`src/rtl/bp_gshare_btb.sv`:
```
// Fetch-stage branch predictor: gshare direction (2-bit PHT indexed by PC ^ GHR)
// plus a direct-mapped tagged BTB, with a registered next-PC one cycle after lookup.
module bp_gshare_btb #(
    parameter int unsigned GH_BITS      = 8,
    parameter int unsigned BTB_ENTRIES  = 32,
    parameter int unsigned BTB_TAG_BITS = 10
) (
    input  logic               clock_i,
    input  logic               reset_i,
    input  logic               enable_i,
    input  logic               if_valid_i,
    input  logic [31:0]        if_pc_i,
    input  logic               ex_valid_i,
    input  logic [31:0]        ex_pc_i,
    input  logic               ex_taken_i,
    input  logic [31:0]        ex_target_i,
    input  logic               ex_mispredict_i,
    input  logic [GH_BITS-1:0] ex_ghr_i,
    output logic               pred_valid_o,
    output logic               pred_taken_o,
    output logic [31:0]        pred_pc_o,
    output logic [GH_BITS-1:0] pred_ghr_o
);

    localparam int unsigned IDX_W  = $clog2(BTB_ENTRIES);
    localparam int unsigned PHT_N  = 1 << GH_BITS;
    localparam int unsigned TAG_LO = IDX_W + 2;
    localparam int unsigned TAG_HI = BTB_TAG_BITS + IDX_W + 1;

    logic [PHT_N-1:0][1:0]     pht_q;
    logic [BTB_ENTRIES-1:0]    btb_vld_q;
    logic [BTB_TAG_BITS-1:0]   btb_tag_q [BTB_ENTRIES];
    logic [29:0]               btb_tgt_q [BTB_ENTRIES];

    logic [GH_BITS-1:0]        ghr_q, ghr_d;
    logic                      pred_valid_q, pred_valid_d;
    logic                      pred_taken_q, pred_taken_d;
    logic [31:0]               pred_pc_q, pred_pc_d;
    logic [GH_BITS-1:0]        pred_ghr_q, pred_ghr_d;

    logic [GH_BITS-1:0]        lk_pht_idx, up_pht_idx;
    logic [IDX_W-1:0]          lk_btb_idx, up_btb_idx;
    logic [BTB_TAG_BITS-1:0]   lk_tag, up_tag;
    logic                      lk_hit, lk_taken, lookup, recover;
    logic [1:0]                up_ctr, up_ctr_d;
    logic                      unused_ok;

    assign unused_ok = ^{ex_pc_i, ex_target_i[1:0]};

    // Lookup path reads array state before this edge's resolve write lands.
    assign lk_pht_idx = if_pc_i[GH_BITS+1:2] ^ ghr_q;
    assign lk_btb_idx = if_pc_i[IDX_W+1:2];
    assign lk_tag     = if_pc_i[TAG_HI:TAG_LO];
    assign lk_hit     = btb_vld_q[lk_btb_idx] && (btb_tag_q[lk_btb_idx] == lk_tag);
    assign lk_taken   = pht_q[lk_pht_idx][1] & lk_hit;

    assign recover    = ex_valid_i & ex_mispredict_i;
    assign lookup     = enable_i & if_valid_i & ~recover;

    assign up_pht_idx = ex_pc_i[GH_BITS+1:2] ^ ex_ghr_i;
    assign up_btb_idx = ex_pc_i[IDX_W+1:2];
    assign up_tag     = ex_pc_i[TAG_HI:TAG_LO];
    assign up_ctr     = pht_q[up_pht_idx];

    always_comb begin
        up_ctr_d = up_ctr;
        if (ex_taken_i) begin
            if (up_ctr != 2'b11) up_ctr_d = up_ctr + 2'd1;
        end else begin
            if (up_ctr != 2'b00) up_ctr_d = up_ctr - 2'd1;
        end
    end

    always_comb begin
        ghr_d        = ghr_q;
        pred_valid_d = 1'b0;
        pred_taken_d = pred_taken_q;
        pred_pc_d    = pred_pc_q;
        pred_ghr_d   = pred_ghr_q;
        if (recover) begin
            ghr_d = {ex_ghr_i[GH_BITS-2:0], ex_taken_i};
        end else if (lookup) begin
            ghr_d        = {ghr_q[GH_BITS-2:0], lk_taken};
            pred_valid_d = 1'b1;
            pred_taken_d = lk_taken;
            pred_pc_d    = lk_taken ? {btb_tgt_q[lk_btb_idx], 2'b00} : (if_pc_i + 32'd4);
            pred_ghr_d   = ghr_q;
        end
    end

    always_ff @(posedge clock_i or posedge reset_i) begin
        if (reset_i) begin
            ghr_q        <= '0;
            pred_valid_q <= 1'b0;
            pred_taken_q <= 1'b0;
            pred_pc_q    <= '0;
            pred_ghr_q   <= '0;
        end else begin
            ghr_q        <= ghr_d;
            pred_valid_q <= pred_valid_d;
            pred_taken_q <= pred_taken_d;
            pred_pc_q    <= pred_pc_d;
            pred_ghr_q   <= pred_ghr_d;
        end
    end

    always_ff @(posedge clock_i or posedge reset_i) begin
        if (reset_i) begin
            pht_q     <= {PHT_N{2'b01}};
            btb_vld_q <= '0;
        end else if (ex_valid_i) begin
            pht_q[up_pht_idx] <= up_ctr_d;
            if (ex_taken_i) btb_vld_q[up_btb_idx] <= 1'b1;
        end
    end

    // Tag/target storage needs no reset: the valid bits gate every hit.
    always_ff @(posedge clock_i) begin
        if (ex_valid_i && ex_taken_i) begin
            btb_tag_q[up_btb_idx] <= up_tag;
            btb_tgt_q[up_btb_idx] <= ex_target_i[31:2];
        end
    end

    assign pred_valid_o = pred_valid_q;
    assign pred_taken_o = pred_taken_q;
    assign pred_pc_o    = pred_pc_q;
    assign pred_ghr_o   = pred_ghr_q;

endmodule

```
`config.mk`:
```
export PLATFORM = sky130hd
export DESIGN_NAME = bp_gshare_btb
export DESIGN_NICKNAME = d
export VERILOG_FILES = /design/src/rtl/bp_gshare_btb.sv
export SDC_FILE = /design/constraint.sdc
export NUM_CORES = 2
export LEC_CHECK = 0
export BUFFER_PORTS_ARGS = -buffer_cell sky130_fd_sc_hd__buf_2
export CORE_ASPECT_RATIO = 1.4
export CORE_MARGIN = 1.5
export CORE_UTILIZATION = 59
export CTS_CLUSTER_DIAMETER = 100
export DETAILED_ROUTE_END_ITERATION = 10
export PLACE_DENSITY_LB_ADDON = 0.1
export SKIP_LAST_GASP = 1
export SYNTH_ARGS = -nofsm -noshare
export SYNTH_HDL_FRONTEND = slang
export SYNTH_SLANG_ARGS = --single-unit
```
`constraint.sdc`:
```
create_clock -name clock_i -period 53.3 [get_ports clock_i]
set_input_delay 2.665 -clock clock_i [delete_from_list [all_inputs] [get_ports clock_i]]
set_output_delay 2.665 -clock clock_i [all_outputs]
set_load 0.1 [all_outputs]
```
# After elaboration in Yosys (flattened, before gate mapping)
# Memory sizes are Yosys's and may differ from the RTL's.
# Index checks and enable logic that the tools add are counted.
# Widths: inputs -> output; s select.
# word_totals
ff_bits	594
memories	2
wordCells	312
output_inout_bits	42
in_bits	111
ram_bits	1280
# mem_list
name	depth	word_bits	rd	rd_clocked_by_memory_dff	write_ports	line	text
btb_tgt_q	32	30	1	0	1	33	logic [29:0] btb_tgt_q [BTB_ENTRIES];
btb_tag_q	32	10	1	0	1	32	logic [BTB_TAG_BITS-1:0] btb_tag_q [BTB_ENTRIES];
# op_classes
n_bitwise	8
muxes	21
n_lt_le_gt_ge	6
n_reduce_logical	8
add_sub_neg	3
n_eq_ne	2
# op_table
cell	count
$bwmux 512	1
$add 32x3->32 const B	1
$bmux 2 s8	2
$mux 32	1
$or 32x32->32	1
$lt 8x9->1 const B	2
$demux 2 s8	1
$mux 8	2
$xor 8x8->8	2
$lt 5x6->1 const B	2
$mux 2	6
$eq 10x10->1	1
$ge 8x1->1 const B	1
$mux 1	6
$bmux 1 s5	1
$demux 1 s5	1
$ge 5x1->1 const B	1
$and 1x1->1	4
$logic_and 1x1->1	4
$reduce_and 2->1	2
$reduce_bool 2->1	2
$add 2x1->2 const B	1
$ne 2x2->1 const B	1
$sub 2x1->2 const B	1
$not 1->1	1

# Longest topological paths before layout
# depth
word_depth	7
depth_mapped	15
ltp_nobuf	9

# Worst setup path after synthesis
# Ideal clock, no wire load.
# synth_path
kind	input-to-reg
startpoint	in if_pc_i[2]
endpoint	reg pred_pc_q[14] (netlist: pred_pc_o[14])
slack_ps	47160
n_path_buf	6
path_stages	10
setup_time_ps	135
arrival_ps	6005
path_cell_list	buf_2 > buf_2 > buf_2 > buf_2 > buf_1 > buf_1 > mux4_2 > mux4_2 > a2111oi_0 > o31ai_1
# synth_via
elab_chain_len	5
# synth_rtl
element	line	text
start: declaration	12	input logic [31:0] if_pc_i,
$xor 8x8->8, or another cell as far along	51	assign lk_pht_idx = if_pc_i[GH_BITS+1:2] ^ ghr_q;
$bmux 2 s8, or another cell as far along	55	assign lk_taken = pht_q[lk_pht_idx][1] & lk_hit;
$mux 2 (not written as such) / $logic_and 1x1->1 (equally long branches)	55, 54	
$and 1x1->1	55	
$mux 32 (*)	86	pred_pc_d = lk_taken ? {btb_tgt_q[lk_btb_idx], 2'b00} : (if_pc_i + 32'd4);
end signal: assignment	102	pred_pc_q <= pred_pc_d;
end: declaration	38	logic [31:0] pred_pc_q, pred_pc_d;
# Every way passes the cells marked *; elsewhere a longest branch is shown, timed or not. The select of a mux whose other input is x is not followed.
# A chain may end at the register's enable or synchronous reset.

# Final worst setup path
# layout_path
startpoint	in if_pc_i[2]
endpoint	reg pred_pc_q[13] (netlist: pred_pc_o[13])
# Same word-level chain as after synthesis.

==> metrics.md <==
| Metric | Value |
|---|---|
| DIE HEIGHT | `434 µm` |
| # resized after CTS | `0` |
| GRT met3 Usage | `0.0524` |
| Fraction of layout cells with a size suffix above 1 | `0.271` |
| Startpoint Class | `primary input` |
| DR vias/cell | `6.58` |
| Site Rows | `158` |
| Slew Viols, Final | `0` |
| Slew @ Worst Pin | `1.22 ns` |
| CP most frequent cell | `buf_4` |
| Clock power frac | `0.380` |
| EDFF count, synth | `1,280` |
| # hold bufs at CTS | `0` |
| H-tree depth | `4` |
| Area delta synth->final | `11.5%` |
| Met1 Use GR | `0.417` |
| Final ANT Viol Nets | `0` |
| Final instance area | `0.0873 mm²` |
| Synth Instances | `4,935` |
| Routability Congestion | `0.879` |
| Drt first pass iters | `5` |
| Die W | `311 µm` |
| Wire length per cell | `30.4 µm` |
| Switching power total | `0.000844 W` |
| Slowest stage delay, CP | `0.90 ns` |
| Io pins | `153` |
| Most frequent cells in the layout | `1,280 x edfxtp_1, 962 x nand2_1, 548 x mux4_2` |
| Core area | `0.132 mm²` |
| Post-synth net total | `5,047` |
| Max Fanout on Critical Path | `64` |
| Most crowded layer after global routing | `met2` |
| Post CTS Setup Buffer Count | `0` |
| Skew-Pair Late Insertion Delay | `0.84 ns` |
| Die area | `0.135 mm²` |
| Data required time at the worst endpoint | `54.00 ns` |
| DP HPWL | `119,000 µm` |
| Setup TNS | `0 ns` |
| DRC viols | `0` |
| Yosys reg bits | `1,874` |
| CP arrival | `8.34 ns` |
| # fillers | `9,270` |
| Final Critical Period | `7.64 ns` |
| Routed WL | `213,000 µm` |
| Post-Synthesis Cell Area | `0.0783 mm²` |
| Synth warn | `0` |
| Power per cell area | `37.8 mW/mm²` |
| First-pass GRT wire length | `311,000 µm` |
| Fin crit share | `0.143` |
| Rel. slew slack | `0.181` |
| Initial Util | `0.593` |
| Status | `complete, no violations` |
| Share of power burned in registers | `0.505` |
| Root Driver | `clkbuf_16` |
| VDD IR max | `0.0000408 V` |
| Distinct cells, synth | `63` |
| Final setup violation count | `0` |
| Post-Place Setup Slack | `44.85 ns` |
| Unrepaired setup endpoints after global routing | `false` |
| Initial antenna violation count | `12` |
| Maximum clock insertion buffer count | `3` |
| Starting DRT DRC Count | `4,725` |
| Gate power share | `0.115` |
| F_max | `0.131 GHz` |
| Pint | `0.00245 W` |
| Kind of end point of the critical path | `flip-flop` |
| CP Cell Sequence | `buf_8 > xor2_4 > buf_4 > buf_4 > mux4_2 > mux4_2 > a2111oi_0 > o32ai_4 > buf_4 > inv_2 > nor2_1 > o311ai_0` |
| Fin nets | `5,200` |
| GRT Total Usage | `0.321` |
| Slowest cell on crit path | `a2111oi_0` |
| CTS tree | `yes` |
| GRT met2 Usage | `0.535` |
| Reg clk slew, reported paths | `0.06 ns` |
| Sequential area share after synthesis | `0.685` |
| Crit Path Category | `in2reg` |
| Max_cap viols | `0` |
| CTS Sinks | `1,874` |
| Post-DP Area | `0.0816 mm²` |
| TritonCTS Buffers | `174` |
| Post-synthesis area per instance | `15.9 µm²` |
| Util after Layout | `0.661` |
| Commonest non-fill, non-tap cell in the layout | `edfxtp_1` |
| Post-synthesis async set-or-reset flop share | `0.317` |
| Global route overflow | `0` |
| Vias in the first global route | `45,500` |
| Clk_skew | `0.0416 ns` |
| Pin count of the biggest net entering global routing | `186` |
| PnR worst setup slack | `45.66 ns` |
| Lkg Pwr | `29.9 nW` |
| Buffers added on ports | `133` |
| Hold Fails Final Rpt | `0` |
| Via count | `46,100` |
| Hold WC Path Type | `reg2reg` |
| Net Sw Frac | `0.256` |
| Top_reg_cell synth | `edfxtp_1` |
-- cell type report --
type	count	area, µm²	area share
clock inverters	81	887	0.0102
diodes	3	7.51	0.0000860
flip-flops and latches	1874	53600	0.614
well taps	1760	2200	0.0252
repair buffers	265	1730	0.0198
multi-input cells	2761	24000	0.275
clock buffers	247	4830	0.0553
inverters	12	57.6	0.000659
-- registers in the layout, summed over array words and instances, names as in the netlist --
| name | cells |
|---|---|
| pred_pc_o | 32 |
| btb_vld_q | 32 |
| pht_q | 512 |
| btb_tgt_q | 960 |
| btb_tag_q | 320 |
| pred_taken_o | 1 |
| pred_ghr_o | 8 |
| ghr_q | 8 |
| pred_valid_o | 1 |
-- worst max-delay path, delay by kind of cell --
family | cells | cell delay [ns]
buf+inv | 5 | 2.50
compound gates | 3 | 1.48
mux | 2 | 1.13
simple gates | 1 | 0.26
xor+xnor | 1 | 0.16
-- synth_stat cells, types with 3 or more instances --
cell type / number / share of area
nor3_1: 14 / 0.00089
a2111oi_0: 12 / 0.0013
or3_1: 3 / 0.00024
and2_1: 14 / 0.0011
inv_1: 9 / 0.00043
nand3b_1: 5 / 0.00048
o22ai_1: 16 / 0.0013
and3_1: 5 / 0.00040
nor2_1: 132 / 0.0063
a22o_1: 9 / 0.0010
o41ai_1: 5 / 0.00056
a31oi_1: 12 / 0.00096
o21ai_1: 240 / 0.015
buf_2: 61 / 0.0039
nand2_1: 962 / 0.046
a21oi_1: 52 / 0.0033
nand3_1: 62 / 0.0040
xnor2_1: 41 / 0.0046
nor2b_1: 7 / 0.00056
o21ai_0: 300 / 0.019
o221ai_1: 11 / 0.0012
clkbuf_1: 187 / 0.0090
a32oi_1: 5 / 0.00056
buf_4: 3 / 0.00029
dfstp_2: 256 / 0.086
edfxtp_1: 1280 / 0.49
a311oi_1: 3 / 0.00034
xor2_1: 26 / 0.0029
a22oi_1: 32 / 0.0031
nand4_1: 24 / 0.0019
a211o_1: 5 / 0.00056
o211ai_1: 8 / 0.00077
buf_1: 37 / 0.0018
or2_2: 32 / 0.0026
mux4_2: 548 / 0.16
mux2i_1: 96 / 0.012
nor4_1: 12 / 0.00096
dfrtp_1: 338 / 0.11
a221oi_1: 12 / 0.0013
o31ai_1: 23 / 0.0022
a211oi_1: 5 / 0.00048
-- power by group through the flow --
stage	combinational, W	clock [W]	sequential, W
3_5_place_dp	0.000377	0	0.00169
6_report	0.000379	0.00125	0.00167
4_1_cts	0.000378	0.00126	0.00167
5_1_grt	0.000401	0.00132	0.00167
2_1_floorplan	0.000212	0	0.00172
3_3_place_gp	0.000372	0	0.00169
-- cell families after synthesis --
| group | after synthesis | synth area share |
|---|---|---|
| buf+inv | 300 | 0.0155 |
| mux | 646 | 0.170 |
| xor+xnor | 67 | 0.00749 |
| simple gates | 1281 | 0.0665 |
| flops | 1874 | 0.685 |
| fa+ha+maj | 3 | 0.000431 |
| compound gates | 764 | 0.0552 |
-- routing by layer --
layer,up-vias,wire [µm]
li1,19400,-
met1,23900,78200
met2,2200,107000
met3,529,16800
met4,16,11300
met5,-,103
-- final timing paths --
path,start,endpoint,slack (ns),cells past startpoint
worst max-delay path,if_pc_i[2],pred_pc_o[13],45.66,12
worst max register to register,ghr_q[0],pred_pc_o[13],47.41,11
max in group asynchronous,reset_i,pht_q[229],47.89,5
worst min-delay path,pht_q[204],pht_q[204],0.46,2
worst min register to register,pht_q[204],pht_q[204],0.46,2
min in group asynchronous,reset_i,pht_q[15],2.05,2
-- per-stage QoR --
stage / hold slack (ns) / total power, W / instances
floorplan: 0.434 / 0.00193 / 4935
global placement: 0.446 / 0.00206 / 6672
detailed placement: 0.447 / 0.00207 / 6672
CTS: 0.462 / 0.00331 / 7000
global route: 0.474 / 0.00339 / 7001
finish: 0.459 / 0.00330 / 7003
Power figures use the tool's default switching activity.
